<file path="src/rtl/eth_pkg.sv">
// eth_pkg: shared Ethernet constants and the transmit scheduler state type.
package eth_pkg;
  localparam logic [15:0] ETH_IP = 16'h0800;
  localparam logic [15:0] ETH_ARP = 16'h0806;
  localparam logic [7:0] PROTO_UDP = 8'h11;
  localparam logic [7:0] PROTO_ICMP = 8'h01;
  localparam logic [7:0] PROTO_TCP = 8'h06;
  localparam int UDP_HDR_BYTES = 8;
  localparam int IP_UDP_HDR_BYTES = 28;
  typedef enum logic [1:0] {S_IDLE, S_SEND, S_RELEASE, S_GAP} tx_state_e;
endpackage

</file>
<file path="src/rtl/eth_tx_sched_if.sv">
// eth_tx_sched_if: requester, mac_tx and status signals of the tx scheduler.
//   master: scheduler side (drives acks, fs_mac, mode/length fields, status)
//   slave:  requesters + mac_tx side
interface eth_tx_sched_if;
  logic arp_req, arp_ack, udp_req, udp_ack, fs_mac, fd_mac, busy, err_timeout;
  logic [15:0] udp_dlen, mac_mode, udp_tx_dlen, ip_tx_dlen, frame_cnt;
  logic [7:0] ip_mode;
  modport master(
    input arp_req, udp_req, udp_dlen, fd_mac,
    output arp_ack, udp_ack, fs_mac, mac_mode, ip_mode, udp_tx_dlen, ip_tx_dlen, busy, err_timeout, frame_cnt
  );
  modport slave(
    output arp_req, udp_req, udp_dlen, fd_mac,
    input arp_ack, udp_ack, fs_mac, mac_mode, ip_mode, udp_tx_dlen, ip_tx_dlen, busy, err_timeout, frame_cnt
  );
endinterface

</file>
<file path="src/rtl/eth_tx_sched_arb.sv">
// tx_rr_arb: 2-way ARP/UDP arbiter, ARP preferred unless it won last time.
//   i_arp_req/i_udp_req: pending requests; i_take: grant is being consumed
//   o_gnt_arp/o_gnt_udp: combinational one-hot (or zero) grant
module tx_rr_arb (
  input  logic clk,
  input  logic rst,
  input  logic i_arp_req,
  input  logic i_udp_req,
  input  logic i_take,
  output logic o_gnt_arp,
  output logic o_gnt_udp
);
  logic r_last_arp;
  logic w_pick_udp;
  assign w_pick_udp = i_udp_req & (~i_arp_req | r_last_arp);
  assign o_gnt_udp = w_pick_udp;
  assign o_gnt_arp = i_arp_req & ~w_pick_udp;
  // Reset as "last was UDP" so the first contested grant goes to ARP.
  always_ff @(posedge clk or negedge rst)
    if (!rst) r_last_arp <= 1'b0;
    else if (i_take) r_last_arp <= o_gnt_arp;
endmodule

</file>
<file path="src/rtl/eth_tx_sched.sv">
// eth_tx_sched: shares mac_tx between ARP and UDP sources with IFG and timeout.
//   clk, rst (async active-low); bus: requester handshakes, fs/fd with mac_tx,
//   latched mode/length fields, busy, err_timeout pulse, frame_cnt.
module eth_tx_sched
  import eth_pkg::*;
#(
  parameter int IFG_CYCLES = 12,
  parameter int TIMEOUT_CYCLES = 4096,
  parameter int UDP_HDR = UDP_HDR_BYTES,
  parameter int IP_UDP_HDR = IP_UDP_HDR_BYTES
) (
  input logic clk,
  input logic rst,
  eth_tx_sched_if.master bus
);
  localparam int TW = $clog2(TIMEOUT_CYCLES);
  localparam int GW = $clog2(IFG_CYCLES) + 1;
  tx_state_e r_state;
  logic [TW-1:0] r_tcnt;
  logic [GW-1:0] r_gcnt;
  logic r_arp_ack, r_udp_ack, r_fs, r_busy, r_err;
  logic [15:0] r_mac_mode, r_udp_tx_dlen, r_ip_tx_dlen, r_frame_cnt;
  logic [7:0] r_ip_mode;
  logic w_gnt_arp, w_gnt_udp, w_take;
  assign w_take = (r_state == S_IDLE) & (w_gnt_arp | w_gnt_udp);
  tx_rr_arb u_arb (
    .clk(clk),
    .rst(rst),
    .i_arp_req(bus.arp_req),
    .i_udp_req(bus.udp_req),
    .i_take(w_take),
    .o_gnt_arp(w_gnt_arp),
    .o_gnt_udp(w_gnt_udp)
  );
  always_ff @(posedge clk or negedge rst)
    if (!rst) begin
      r_state <= S_IDLE;
      r_tcnt <= '0;
      r_gcnt <= '0;
      r_arp_ack <= 1'b0;
      r_udp_ack <= 1'b0;
      r_fs <= 1'b0;
      r_busy <= 1'b0;
      r_err <= 1'b0;
      r_frame_cnt <= '0;
      r_mac_mode <= ETH_IP;
      r_ip_mode <= PROTO_UDP;
      r_udp_tx_dlen <= 16'(UDP_HDR);
      r_ip_tx_dlen <= 16'(IP_UDP_HDR);
    end else begin
      r_arp_ack <= 1'b0;
      r_udp_ack <= 1'b0;
      r_err <= 1'b0;
      case (r_state)
        S_IDLE:
          if (w_take) begin
            r_state <= S_SEND;
            r_fs <= 1'b1;
            r_busy <= 1'b1;
            r_tcnt <= '0;
            r_arp_ack <= w_gnt_arp;
            r_udp_ack <= w_gnt_udp;
            r_mac_mode <= w_gnt_arp ? ETH_ARP : ETH_IP;
            // ARP frames leave the IP/UDP fields at their previous values.
            if (w_gnt_udp) begin
              r_ip_mode <= PROTO_UDP;
              r_udp_tx_dlen <= bus.udp_dlen + 16'(UDP_HDR);
              r_ip_tx_dlen <= bus.udp_dlen + 16'(IP_UDP_HDR);
            end
          end
        // fd_mac is tested first so a done on the timeout cycle still counts.
        S_SEND:
          if (bus.fd_mac) begin
            r_frame_cnt <= r_frame_cnt + 16'd1;
            r_fs <= 1'b0;
            r_state <= S_RELEASE;
          end else if (r_tcnt == TW'(TIMEOUT_CYCLES - 1)) begin
            r_err <= 1'b1;
            r_fs <= 1'b0;
            r_state <= S_RELEASE;
          end else r_tcnt <= r_tcnt + 1'b1;
        S_RELEASE:
          if (!bus.fd_mac) begin
            r_gcnt <= GW'(IFG_CYCLES - 1);
            r_state <= S_GAP;
          end
        S_GAP:
          if (r_gcnt == '0) begin
            r_state <= S_IDLE;
            r_busy <= 1'b0;
          end else r_gcnt <= r_gcnt - 1'b1;
        default: r_state <= S_IDLE;
      endcase
    end
  assign bus.arp_ack = r_arp_ack;
  assign bus.udp_ack = r_udp_ack;
  assign bus.fs_mac = r_fs;
  assign bus.busy = r_busy;
  assign bus.err_timeout = r_err;
  assign bus.frame_cnt = r_frame_cnt;
  assign bus.mac_mode = r_mac_mode;
  assign bus.ip_mode = r_ip_mode;
  assign bus.udp_tx_dlen = r_udp_tx_dlen;
  assign bus.ip_tx_dlen = r_ip_tx_dlen;
endmodule

</file>
<file path="src/flat_wrapper.sv">
// flat-port wrapper written by rule: the top's interface ports become plain ports
module eth_tx_sched_flat import eth_pkg::*;
#(
  parameter int IFG_CYCLES = 12,
  parameter int TIMEOUT_CYCLES = 4096,
  parameter int UDP_HDR = UDP_HDR_BYTES,
  parameter int IP_UDP_HDR = IP_UDP_HDR_BYTES
)
  (clk, rst, bus_arp_req, bus_udp_req, bus_udp_dlen, bus_fd_mac, bus_arp_ack, bus_udp_ack, bus_fs_mac, bus_mac_mode, bus_ip_mode, bus_udp_tx_dlen, bus_ip_tx_dlen, bus_busy, bus_err_timeout, bus_frame_cnt);
  eth_tx_sched_if bus_i ();
  input logic clk;
  input logic rst;
  input wire logic [$bits(bus_i.arp_req)-1:0] bus_arp_req;
  input wire logic [$bits(bus_i.udp_req)-1:0] bus_udp_req;
  input wire logic [$bits(bus_i.udp_dlen)-1:0] bus_udp_dlen;
  input wire logic [$bits(bus_i.fd_mac)-1:0] bus_fd_mac;
  output wire logic [$bits(bus_i.arp_ack)-1:0] bus_arp_ack;
  output wire logic [$bits(bus_i.udp_ack)-1:0] bus_udp_ack;
  output wire logic [$bits(bus_i.fs_mac)-1:0] bus_fs_mac;
  output wire logic [$bits(bus_i.mac_mode)-1:0] bus_mac_mode;
  output wire logic [$bits(bus_i.ip_mode)-1:0] bus_ip_mode;
  output wire logic [$bits(bus_i.udp_tx_dlen)-1:0] bus_udp_tx_dlen;
  output wire logic [$bits(bus_i.ip_tx_dlen)-1:0] bus_ip_tx_dlen;
  output wire logic [$bits(bus_i.busy)-1:0] bus_busy;
  output wire logic [$bits(bus_i.err_timeout)-1:0] bus_err_timeout;
  output wire logic [$bits(bus_i.frame_cnt)-1:0] bus_frame_cnt;
  assign bus_i.arp_req = bus_arp_req;
  assign bus_i.udp_req = bus_udp_req;
  assign bus_i.udp_dlen = bus_udp_dlen;
  assign bus_i.fd_mac = bus_fd_mac;
  assign bus_arp_ack = bus_i.arp_ack;
  assign bus_udp_ack = bus_i.udp_ack;
  assign bus_fs_mac = bus_i.fs_mac;
  assign bus_mac_mode = bus_i.mac_mode;
  assign bus_ip_mode = bus_i.ip_mode;
  assign bus_udp_tx_dlen = bus_i.udp_tx_dlen;
  assign bus_ip_tx_dlen = bus_i.ip_tx_dlen;
  assign bus_busy = bus_i.busy;
  assign bus_err_timeout = bus_i.err_timeout;
  assign bus_frame_cnt = bus_i.frame_cnt;
  eth_tx_sched #(.IFG_CYCLES(IFG_CYCLES), .TIMEOUT_CYCLES(TIMEOUT_CYCLES), .UDP_HDR(UDP_HDR), .IP_UDP_HDR(IP_UDP_HDR)) u_core (.clk(clk), .rst(rst), .bus(bus_i));
endmodule
</file>
<file path="config.mk">
export PLATFORM = sky130hd
export DESIGN_NAME = eth_tx_sched_flat
export DESIGN_NICKNAME = d
export VERILOG_FILES = /design/src/rtl/eth_pkg.sv /design/src/rtl/eth_tx_sched_if.sv /design/src/rtl/eth_tx_sched_arb.sv /design/src/rtl/eth_tx_sched.sv /design/src/flat_wrapper.sv
export SDC_FILE = /design/constraint.sdc
export NUM_CORES = 1
export LEC_CHECK = 0
export BUFFER_PORTS_ARGS = -buffer_cell sky130_fd_sc_hd__buf_2
export CAP_MARGIN = 20
export CORE_AREA = 2 2 85 87
export CTS_BUF_LIST = sky130_fd_sc_hd__clkbuf_4 sky130_fd_sc_hd__clkbuf_8
export CTS_CLUSTER_DIAMETER = 120
export CTS_CLUSTER_SIZE = 14
export DETAILED_ROUTE_END_ITERATION = 7
export DIE_AREA = 0 0 87 89
export PLACE_DENSITY_LB_ADDON = 0.08
export SLEW_MARGIN = 40
export SYNTH_ARGS = -nofsm -noshare
export SYNTH_HDL_FRONTEND = slang
export SYNTH_SLANG_ARGS = --single-unit
</file>
<file path="constraint.sdc">
create_clock -name clk -period 3.7 [get_ports clk]
set_clock_uncertainty 0.15 [all_clocks]
set_input_delay 0.555 -clock clk [delete_from_list [all_inputs] [get_ports clk]]
set_output_delay 0.555 -clock clk [all_outputs]
set_load 0.005 [all_outputs]
</file>
* Word-level counts from Yosys, hierarchy flattened *
Cells that the tools add are included.
Widths: inputs -> output; s select.

storage, ports and cells
  register bits after elaboration = 89
  input port bits = 21
  logic and storage cells = 76
  output and inout port bits = 77

cells by class
  reductions and logical operators = 13
  equal/unequal tests = 11
  bitwise logic cells = 7
  muxes and demuxes = 27
  $add $sub $neg = 5

operators with widths
  operator               number
  $mux 12                3
  $pmux 12 s2            1
  $add 16x1->16 const B  1
  $add 16x4->16 const B  1
  $add 16x5->16 const B  1
  $add 12x1->12 const B  1
  $eq 12x12->1 const B   1
  $reduce_and 3->1       4
  $mux 1                 11
  $mux 2                 5
  $mux 5                 2
  $ne 2x2->1 const B     5
  $pmux 5 s2             1
  $pmux 2 s4             1
  $reduce_and 4->1       2
  $reduce_bool 2->1      3
  $logic_not 5->1        1
  $sub 5x1->5 const B    1
  $eq 2x2->1 const B     2
  $pmux 1 s2             2
  $reduce_and 2->1       2
  $and 1x1->1            3
  $mux 3                 1
  $ne 3x2->1 const B     1
  other kinds (5)        7

* Longest topological paths before layout *
Gate-level depths: netlist of the first run.

  word-level depth = 9
  mapped depth = 9
  gate-level depth less buffers = 7

* By module *
From an unflattened synthesis of the first run, not the netlist that was laid out.

second synthesis, totals
  cells, all modules = 402
  area total of the unflattened synthesis = 3,893.7 µm²

modules (own cells, without submodules)
  module        cells each  area each (µm²)  times used  sequential area each (µm²)
  eth_tx_sched  397         3,831.2          1           1,781.7
  tx_rr_arb     5           62.6             1           25.0

* Worst setup path after synthesis of the first run *
OpenSTA, ideal clock, no wires.

  path type = register -> register
  start point = register u_core.r_gcnt[0]
  end point = register u_core.r_state[1]
  arrival = 1.864 ns
  data required time = 3.425 ns
  cell stages (with the launch flop) = 7
  path buffers = 0
  path slack = 1.561 ns
  clock period less this slack = 2.139 ns
  cell sequence = dfrtp_1 -> inv_1 -> ha_1 -> or3b_4 -> o21a_4 -> a2111oi_4 -> mux2_4

between the ends
  longest elaborated chain between the ends = 3

RTL lines
  what                        line                text
  start: declaration          eth_tx_sched.sv:20  logic [GW-1:0] r_gcnt;
  start signal: assignment    eth_tx_sched.sv:84  r_gcnt <= GW'(IFG_CYCLES - 1);
  start signal: assignment    eth_tx_sched.sv:91  end else r_gcnt <= r_gcnt - 1'b1;
  $logic_not 5->1             eth_tx_sched.sv:88  if (r_gcnt == '0) begin
  $ne 2x1->1 (no line)        n/a
  $reduce_and 4->1 (no line)  n/a
  end signal: assignment      eth_tx_sched.sv:85  r_state <= S_GAP;
  end signal: assignment      eth_tx_sched.sv:89  r_state <= S_IDLE;
  end signal: assignment      eth_tx_sched.sv:92  default: r_state <= S_IDLE;
  end: declaration            eth_tx_sched.sv:18  tx_state_e r_state;

Every way passes these cells.
A chain may end at the register's enable or synchronous reset.

* Worst setup path after layout of the first run *
  start point = register u_core.r_state[1]
  end point = register u_core.r_frame_cnt[7] (netlist: u_core.bus.frame_cnt[7])

between the ends
  longest elaborated chain between the ends = 2

RTL lines
  what                        line                text
  start signal: assignment    eth_tx_sched.sv:37  r_state <= S_IDLE;
  start signal: assignment    eth_tx_sched.sv:57  r_state <= S_SEND;
  start signal: assignment    eth_tx_sched.sv:76  r_state <= S_RELEASE;
  $eq 2x1->1                  eth_tx_sched.sv:54  case (r_state)
  $reduce_and 2->1 (no line)  n/a
  end signal: assignment      eth_tx_sched.sv:74  r_frame_cnt <= r_frame_cnt + 16'd1;
  end: declaration            eth_tx_sched.sv:22  logic [15:0] r_mac_mode, r_udp_tx_dlen, r_ip_tx_dlen, r_frame_cnt;

Every way passes these cells.

==> results of run 1 <==
-- through the flow --
stage,cell area [µm²],cells,setup slack (ns),hold WS [ns]
2_1_floorplan,4021,439,1.561,0.1094
3_3_place_gp,4212,550,1.152,0.2169
3_5_place_dp,4212,550,1.056,0.2173
4_1_cts,4428,567,1.023,0.2396
5_1_grt,4428,567,0.7567,0.2527
6_report,4428,567,0.9689,0.2469
-- final cells by class --
| cell class | count | share of cell area |
|---|---|---|
| clock inverter | 6 | 0.01554 |
| multi-input combinational | 307 | 0.4236 |
| inverter | 13 | 0.01102 |
| timing repair buffer | 80 | 0.09381 |
| sequential | 71 | 0.4024 |
| clock buffer | 10 | 0.03108 |
| tap | 80 | 0.02261 |
-- cells by family (layout without fill, tap and decap cells) --
logic type,count (synthesis),in the layout
compound gates,78,78
xor+xnor,34,34
fa+ha+maj,11,11
buf+inv,61,109
flops,71,71
mux,4,4
other cells,2,22
simple gates,158,158
-- sequential cells by signal, summed over array words and instances, names as in the netlist --
register / flops
u_core.bus.ip_tx_dlen: 16
u_core.bus.arp_ack: 1
u_core.bus.udp_ack: 1
u_core.r_state: 2
u_core.bus.fs_mac: 1
u_core.bus.err_timeout: 1
u_core.bus.frame_cnt: 16
u_core.bus.udp_tx_dlen: 14
u_core.bus.mac_mode: 1
u_core.r_gcnt: 5
u_core.bus.busy: 1
u_core.r_tcnt: 12
-- worst reg2reg max path, cell delays in order, from the launching register on --
cell	delay [ns]
dfrtp_1	0.41
inv_1	0.09
ha_1	0.58
nand2_1	0.31
nor3_1	0.68
and3_1	0.29
xor2_1	0.15
-- power breakdown --
group	switching, mW	internal [mW]
Sequential	0.184	1.04
Combinational	0.571	0.455
Clock	0.302	0.332
Total	1.06	1.82
-- cells in the mapped netlist, types with 3 or more instances --
master / n / area [µm²]
nand3_1: 12 / 60.06
inv_1: 12 / 45.04
nand2b_1: 3 / 18.77
dfstp_2: 4 / 105.1
clkbuf_1: 11 / 41.29
a221o_1: 5 / 50.05
nor3_1: 13 / 65.06
a21oi_1: 8 / 40.04
and4_1: 4 / 35.03
nand4_1: 11 / 68.82
or2_2: 3 / 18.77
buf_4: 28 / 210.2
ha_1: 11 / 137.6
buf_6: 3 / 33.78
xor2_1: 10 / 87.58
nand2_1: 65 / 244.0
o211ai_1: 4 / 30.03
nor2_1: 17 / 63.81
or3_1: 4 / 25.02
and3_1: 9 / 56.30
a31oi_1: 9 / 56.30
buf_2: 6 / 30.03
o21ai_0: 35 / 175.2
dfrtp_1: 67 / 1677
nor4_1: 7 / 43.79
xnor2_1: 24 / 210.2
-- what timing repair did --
| item | in CTS | in global routing |
|---|---|---|
| hold buffers | 1 | 0 |
| hold endpoints to repair | 3 | 0 |
| setup buffers | 0 | 0 |
-- path summary, 6_finish.rpt --
check                                                     startpoint                                    to  slack [ns]  cells after the start
worst min register to register  u_core.bus.frame_cnt[15]$_DFFE_PN0P_  u_core.bus.frame_cnt[15]$_DFFE_PN0P_        0.31                      1
worst max register to register         u_core.r_state[1]$_DFFE_PN0P_   u_core.bus.frame_cnt[7]$_DFFE_PN0P_        0.97                      6
worst min-delay path                                 bus_udp_dlen[2]  u_core.bus.ip_tx_dlen[2]$_DFFE_PN1P_        0.25                      2
worst max-delay path                   u_core.r_state[1]$_DFFE_PN0P_   u_core.bus.frame_cnt[7]$_DFFE_PN0P_        0.97                      6
min in group asynchronous                                        rst         u_core.r_tcnt[11]$_DFFE_PN0P_        0.39                      2
max in group asynchronous                                        rst          u_core.r_tcnt[0]$_DFFE_PN0P_        2.25                      3
-- layer usage --
metal	global-route usage	share of wire	up-vias
met5	0	0	-
met4	0.07102	0.015	0
met3	0.04801	0.054	12
met2	0.3220	0.45	81
met1	0.3011	0.48	1417
li1	-	-	1537
==> results.md, run 1 <==
- Post-CTS repair changed the size of 0 cells.
- The maximum level of the CTS H-tree is 3.
- The normalized max-slew margin is 0.5094.
- The chip width is 87 µm.
- Broken down by cell family, the worst path's largest delay share belongs to simple AND/OR/NAND/NOR gates.
- The library cells used most frequently in the layout, excluding fill and tap cells, are buf_2, dfrtp_1, nand2_1.
- For the pin with the worst max-slew slack, the measured transition is 0.7303 ns.
- The cell count after synthesis is 419.
- The worst IR drop on VDD is 0.3278 mV.
- The routability congestion estimate is 0.7887.
- The count of cell types in the netlist is 54.
- The footprint of the multi-input gates is 0.001876 mm².
- The total number of vias is 3047.
- Setup repair after global routing left no endpoint under its margin.
- The initial antenna violation count is 0.
- The number of synthesized flops with an enable pin is 0.
- The worst setup path is launched from a flip-flop.
- The hold violation total from the final report is 0.
- The area of the core region is 0.006719 mm².
- The reported max-cap violation count is 0.
- For this run, the slowest stage of the critical path takes 0.68 ns.
- Of the total synthesized cell area, the portion taken by full adders, half adders and majority gates is 0.03488.
- In the final routed layout, each cell accounts on average for 14.34 µm.
- Of the total synthesized cell area, the portion taken by XOR and XNOR cells is 0.07546.
- The CTS tree is built.
- The final design utilization is 0.6590.
- The power per cell area is 650.5 mW/mm².
- Entering global routing, the biggest net connects 47 pins.
- The via count of the first global-routing pass is 2699.
- The floorplan step set the die height to 89 µm.
- For this block, the routed nets add up to 8131 µm of wire.
- Along the worst path, the maximum fanout reaches 18.
- Across every metal layer, demand over resource in global routing totals 0.2118.
- The clock latency on the worst-skew pair is 0.34 ns.
- The sequential share of the synthesized area is 0.4515.
- The initial utilization of the core area, before any placement, comes to 0.5873.
- Data on the critical path is required at its endpoint by 3.81 ns.
- The synthesized netlist occupies a cell area of 0.003946 mm².
- The run finished with clean final reports.
- The number of DRC markers after the initial detailed-route iteration is 163.
- The area added between synthesis and finish is 12.21%.
- The compound-gate portion of the synthesized area is 0.1354.
- The clock-pin slew of the registers on the worst-case setup and hold paths is 0.08 ns.
- The clock period could shrink to 2.731 ns.
- The worst setup path is captured at a flip-flop.
- The per-instance average area after synthesis is 9.418 µm².
- The buffers plus inverters on the worst setup path is 1.
- The floorplan has 30 rows.
- The placed wire-length estimate after detailed placement is 5829 µm.
- Static timing analysis puts the maximum clock frequency at 366.1 MHz.
- The analysis attributes to cell leakage a power of 2.154 nW.
- The first-pass GRT wire length is 12880 µm.
- The critical path data arrival time is 2.84 ns.
- The clock passes through at most 2 buffers.
- Across the whole layout, storage elements account for 0.001782 mm².
- Buffers inserted during clock tree synthesis total 9.
- The critical path goes through inv_1, ha_1, nand2_1, nor3_1, and3_1, xor2_1.
- After filler insertion, the fill cell instance count of the layout stands at 579.
- The period utilization is 0.7381.
- The fraction of the mapped netlist area in simple logic gates is 0.1969.
- The commonest non-fill, non-tap cell in the layout is buf_2.
- In this run the count of I/O pins placed on the die edge is 98.
- Once detail routing completed, the nets flagged for antenna violations numbered 0.
- The antenna cell count is 0.
- The remaining design rule violation count is 0.
- The total design power is 2.880 mW.
- The final layout net count is 514.
- The cell at the root of the clock tree is clkbuf_8.
- The first detailed-routing pass ran for 4 iterations.
- Summed over all failing endpoints, the final setup total negative slack is 0 ns.
- The share of flip-flops with an asynchronous set or reset after synthesis is 1.000.
- Synthesis inferred 71 register bits.
- The category of the most critical setup path is flip-flop to flip-flop.
- The number of slew-limit violations in the final report was 0.
- Measured against the total synthesized area, the mux share comes to 0.01173.
- The tightest min-delay check is of the input port to flip-flop type.
- The total overflow left after global routing is 0.
- Setup violations remaining at the end of the flow were counted as 0.
- The detail-routed via count per cell is 5.374.
- The slowest stage cell on the critical path is nor3_1.
- The area of the die is 0.007743 mm².
- The number of warning messages in the yosys log is 0.
- The dominant combinational cell family by area after synthesis is simple AND/OR/NAND/NOR gates.
- Clock tree synthesis found a total of 71 sinks.
- Of the cells placed in the final design, the portion with a size suffix greater than 1 is 0.2259.
- For this run, the leading register cell type out of synthesis is dfrtp_1.
- In this run the tool buffered the top-level ports with 75 buffer cells.
(Power assumes the default switching activity.)
==> inputs of run 2 (changes only) <==
- ABC_AREA: unset -> 1
- CORE_AREA: 2 2 85 87 -> 2 2 93 95
- DIE_AREA: 0 0 87 89 -> 0 0 95 97
- clock period: 3.7 -> 2.4 ns (I/O delays scaled with it)
==> run 2 against run 1 <==
  * Sequential power increased by 48%
  * Synthesized cell count up 19%
  * Via count rose by 6.8%
  * Sequential cell count is the same
  * Critical endpoint is now u_core.r_tcnt[8]$_DFFE_PN0P_
==> results.md, run 2 <==
- The height of the die is 97 µm (was 89 µm).
- The adder and majority gate portion of the synthesized area is 0.03458 (was 0.03488).
- The period utilization is 0.7652 (was 0.7381).
- The cell at the root of the clock tree is clkbuf_8 (unchanged).
- The share of post-route cells with drive strength above 1 is 0.1986 (was 0.2259).
- The per-instance average area after synthesis is 7.992 µm² (was 9.418 µm²).
- The delay of the slowest critical-path stage was 0.41 ns (was 0.68 ns).
- Cells traversed along the worst timing path: inv_1, ha_1, buf_4, o21ai_0, inv_1, nand3_4, nand2_1, o21ai_0 (was inv_1, ha_1, nand2_1, nor3_1, and3_1, xor2_1).
- Leading cell types in the layout, fill and taps excluded: nand2_1, buf_2, dfrtp_1 (was buf_2, dfrtp_1, nand2_1).
- The final-layout fill cell count is 785 (was 579).
- Main area contributors after synthesis: dfrtp_1, nand2_1, buf_4, nand3_1, inv_1 (was dfrtp_1, nand2_1, buf_4, xnor2_1, o21ai_0).
- The via count of the first global-routing pass is 3210 (was 2699).
- The post-CTS setup repair buffer count is 0 (unchanged).
- The share of the synthesized netlist area taken by xor and xnor gates is 0.06162 (was 0.07546).
- The chip width is 95 µm (was 87 µm).
- The worst IR drop on VDD is 0.5548 mV (was 0.3278 mV).
- The switching part of the total power is 0.3754 (was 0.3670).
- The CTS buffer count came to 9 (unchanged).
- The maximum level of the CTS H-tree is 3 (unchanged).
- The worst reg2reg path depth is 8 (was 6).
- The remaining antenna violation count after routing was 0 (unchanged).
- Status: finished clean (unchanged).
- The number of slew-limit violations in the final report is 0 (unchanged).
- The number of clock sinks seen by CTS is 71 (unchanged).
- The overall overflow remaining after global route was 0 (unchanged).
- The worst-path maximum fanout is 17 (was 18).
- The achievable frequency was 544.5 MHz (was 366.1 MHz).
- The clock latency on the worst-skew pair came to 0.34 ns (about the same).
- The number of synthesized flops with an enable pin is 0 (unchanged).
- The number of DRC markers after the initial detailed-route iteration is 105 (was 163).
- The placed wire-length estimate after detailed placement is 6100 µm (was 5829 µm).
- The worst-margin pin slew is 0.5938 ns (was 0.7303 ns).
- The area added between synthesis and finish came to 14.08% (was 12.21%).
- The remaining design rule violation count is 0 (unchanged).
- The setup TNS is 0 ns (unchanged).
- The deepest clock path buffer count is 2 (unchanged).
- The count of endpoints failing setup in the final report is 0 (unchanged).
- The fraction of the mapped netlist area in simple logic gates is 0.2801 (was 0.1969).
- The combinational fraction of design power was 0.359 (was 0.356).
- The clock-pin slew of the registers on the worst-case setup and hold paths was 0.08 ns (about the same).
- The area of the core region is 0.008134 mm² (was 0.006719 mm²).
- The share of flip-flops with an asynchronous set or reset after synthesis is 1.000 (unchanged).
- The CTS tree was built (unchanged).
- The netlist area before placement is 0.003980 mm² (was 0.003946 mm²).
- The count of TritonRoute iterations in the first routing pass is 4 (unchanged).
- The first-pass GRT wire length was 14170 µm (was 12880 µm).
- The commonest non-fill, non-tap cell in the layout is nand2_1 (was buf_2).
- The power spent charging and discharging nets came to 1.563 mW (was 1.057 mW).
- The total of buffers placed on input and output ports came to 75 (unchanged).
- The total design power is 4.164 mW (was 2.880 mW).
- The kind of end point of the critical path is a flip-flop (unchanged).
- The power per cell area is 917.0 mW/mm² (was 650.5 mW/mm²).
- The sequential share of the synthesized area came to 0.4477 (was 0.4515).
- The slowest stage cell on the critical path is dfrtp_1 (was nor3_1).
- The post-synthesis sequential element count is 71 (unchanged).
- The post-synthesis mux area share came to 0 (was 0.01173).
- The flip-flop cell with the highest count after synthesis is dfrtp_1 (unchanged).
- The detail-routed via count per cell is 4.757 (was 5.374).
- The top-level I/O count is 98 (unchanged).
- Top cell types by occurrence after synthesis: nand2_1, dfrtp_1, inv_1 (was dfrtp_1, nand2_1, o21ai_0).
- The type of element launching the critical path is a flip-flop (unchanged).
- The antenna cell count was 0 (unchanged).
- The time the final worst path needs with I/O delays and setup is 1.836 ns (was 2.731 ns).
- The leakage component of the power is 2.418 nW (was 2.154 nW).
- The count of cell types in the netlist came to 37 (was 54).
- The hold violation total from the final report is 0 (unchanged).
- The area share of the largest cell type after synthesis was 0.4213 (was 0.4249).
- The area of the die was 0.009215 mm² (was 0.007743 mm²).
- The routability congestion estimate was 0.8742 (was 0.7887).
- The overall fraction of global-route tracks in use is 0.1922 (was 0.2118).
- The final layout net count is 606 (was 514).
- The sequential fraction of design power came to 0.431 (was 0.424).
- The clock network fraction of design power is 0.209 (was 0.220).
- The dominant combinational cell family by area after synthesis is simple AND/OR/NAND/NOR gates (unchanged).
- The path type of the worst min-delay path is input port to flip-flop (unchanged).
- The post-synthesis cell type with the largest combined area was dfrtp_1 (unchanged).
- The final wirelength is 8203 µm (was 8131 µm).
- The critical path data arrival time is 1.91 ns (was 2.84 ns).
- Setup repair after global routing missed its margin: false (unchanged).
- The largest net degree at the start of global routing is 46 (was 47).
- The category of the most critical setup path is flip-flop to flip-flop (unchanged).
- The cell count after synthesis is 498 (was 419).
- The reported max-cap violation count is 0 (unchanged).
- The compound-gate portion of the synthesized area is 0.06570 (was 0.1354).
- The mean routed wirelength per cell is 11.99 µm (was 14.34 µm).
- The starting density of the core was 0.4893 (was 0.5873).
- The cell-internal power is 2.600 mW (was 1.823 mW).
- The normalized max-slew margin came to 0.6041 (was 0.5094).
- The initial antenna violation count is 0 (unchanged).
- The most common cell in the netlist is nand2_1 (was dfrtp_1).
- The required time of the critical path came to 2.48 ns (was 3.81 ns).
- The total number of vias is 3254 (was 3047).
- The number of cells traversed by the worst hold path is 3 (was 2).
- The number of warning messages in the yosys log was 0 (unchanged).
- The site row count was 33 (was 30).
run 2: metal layers:
metal	wire [µm]	up-vias	part of all wire	global-route usage
met1	3642	1498	0.44	0.2373
met4	162	0	0.020	0.08138
met5	0	-	0	0
met3	423	13	0.052	0.04751
met2	3975	69	0.48	0.3164
li1	-	1674	-	-
run 2: worst max-delay path, delay by kind of cell (launching register included):
kind                     cells  cell delay, ns
flip-flops                   1            0.41
AND/OR/NAND/NOR              2            0.32
AO/OA/AOI/OAI                2            0.18
adder cells (fa/ha/maj)      1            0.21
buffers and inverters        3            0.45
run 2: through the flow:
stage	instances	hold slack [ns]	setup slack [ns]	cell area [µm²]	util
3_3_place_gp	667	0.2554	0.6135	4352	0.5350
3_5_place_dp	667	0.2594	0.5697	4352	0.5350
4_1_cts	684	0.04773	0.5546	4541	0.5582
2_1_floorplan	518	-0.08559	0.7514	4055	-
6_report	684	0.05964	0.5635	4541	0.5582
5_1_grt	684	0.05474	0.3231	4541	0.5582
run 2: worst paths after layout:
check                                                     start                              endpoint  slack (ns)
setup reg to reg                  u_core.r_state[1]$_DFFE_PN0P_          u_core.r_tcnt[8]$_DFFE_PN0P_        0.56
min in group asynchronous                                   rst          u_core.r_tcnt[4]$_DFFE_PN0P_        0.40
hold reg to reg            u_core.bus.ip_tx_dlen[2]$_DFFE_PN1P_  u_core.bus.ip_tx_dlen[2]$_DFFE_PN1P_        0.33
setup / recovery                  u_core.r_state[1]$_DFFE_PN0P_          u_core.r_tcnt[8]$_DFFE_PN0P_        0.56
hold / removal                                  bus_udp_dlen[0]  u_core.bus.ip_tx_dlen[0]$_DFFE_PN0P_        0.06
max in group asynchronous                                   rst  u_core.bus.frame_cnt[10]$_DFFE_PN0P_        1.16
run 2: what timing repair did:
action | 4_1_cts | 5_1_grt
endpoints found under the hold margin | 40 | 0
hold buffers | 1 | 0
resized for setup | 0 | 0
run 2: cells by family (layout without fill, tap and decap cells):
logic type      Yosys count  count (layout)
flops                    71              71
xor+xnor                 28              28
other cells               2              22
compound gates           48              48
fa+ha+maj                11              11
buf+inv                  83             144
simple gates            255             255
run 2: power by group through the flow:
stage	Sequential (mW)	Combinational (mW)	Clock (mW)
floorplan	1.83	1.01	0
global placement	1.81	1.49	0
detailed placement	1.82	1.52	0
CTS	1.80	1.53	0.899
global route	1.85	1.75	0.953
finish	1.80	1.50	0.872
run 2: final cells by class:
cell class	instances	area, µm²	share of cell area
Clock buffer	11	145.1	0.03196
Clock inverter	5	33.78	0.007440
Inverter	49	183.9	0.04051
Multi-Input combinational cell	364	1842	0.4056
Sequential cell	71	1782	0.3924
Tap cell	105	131.4	0.02893
Timing Repair Buffer	79	422.9	0.09314
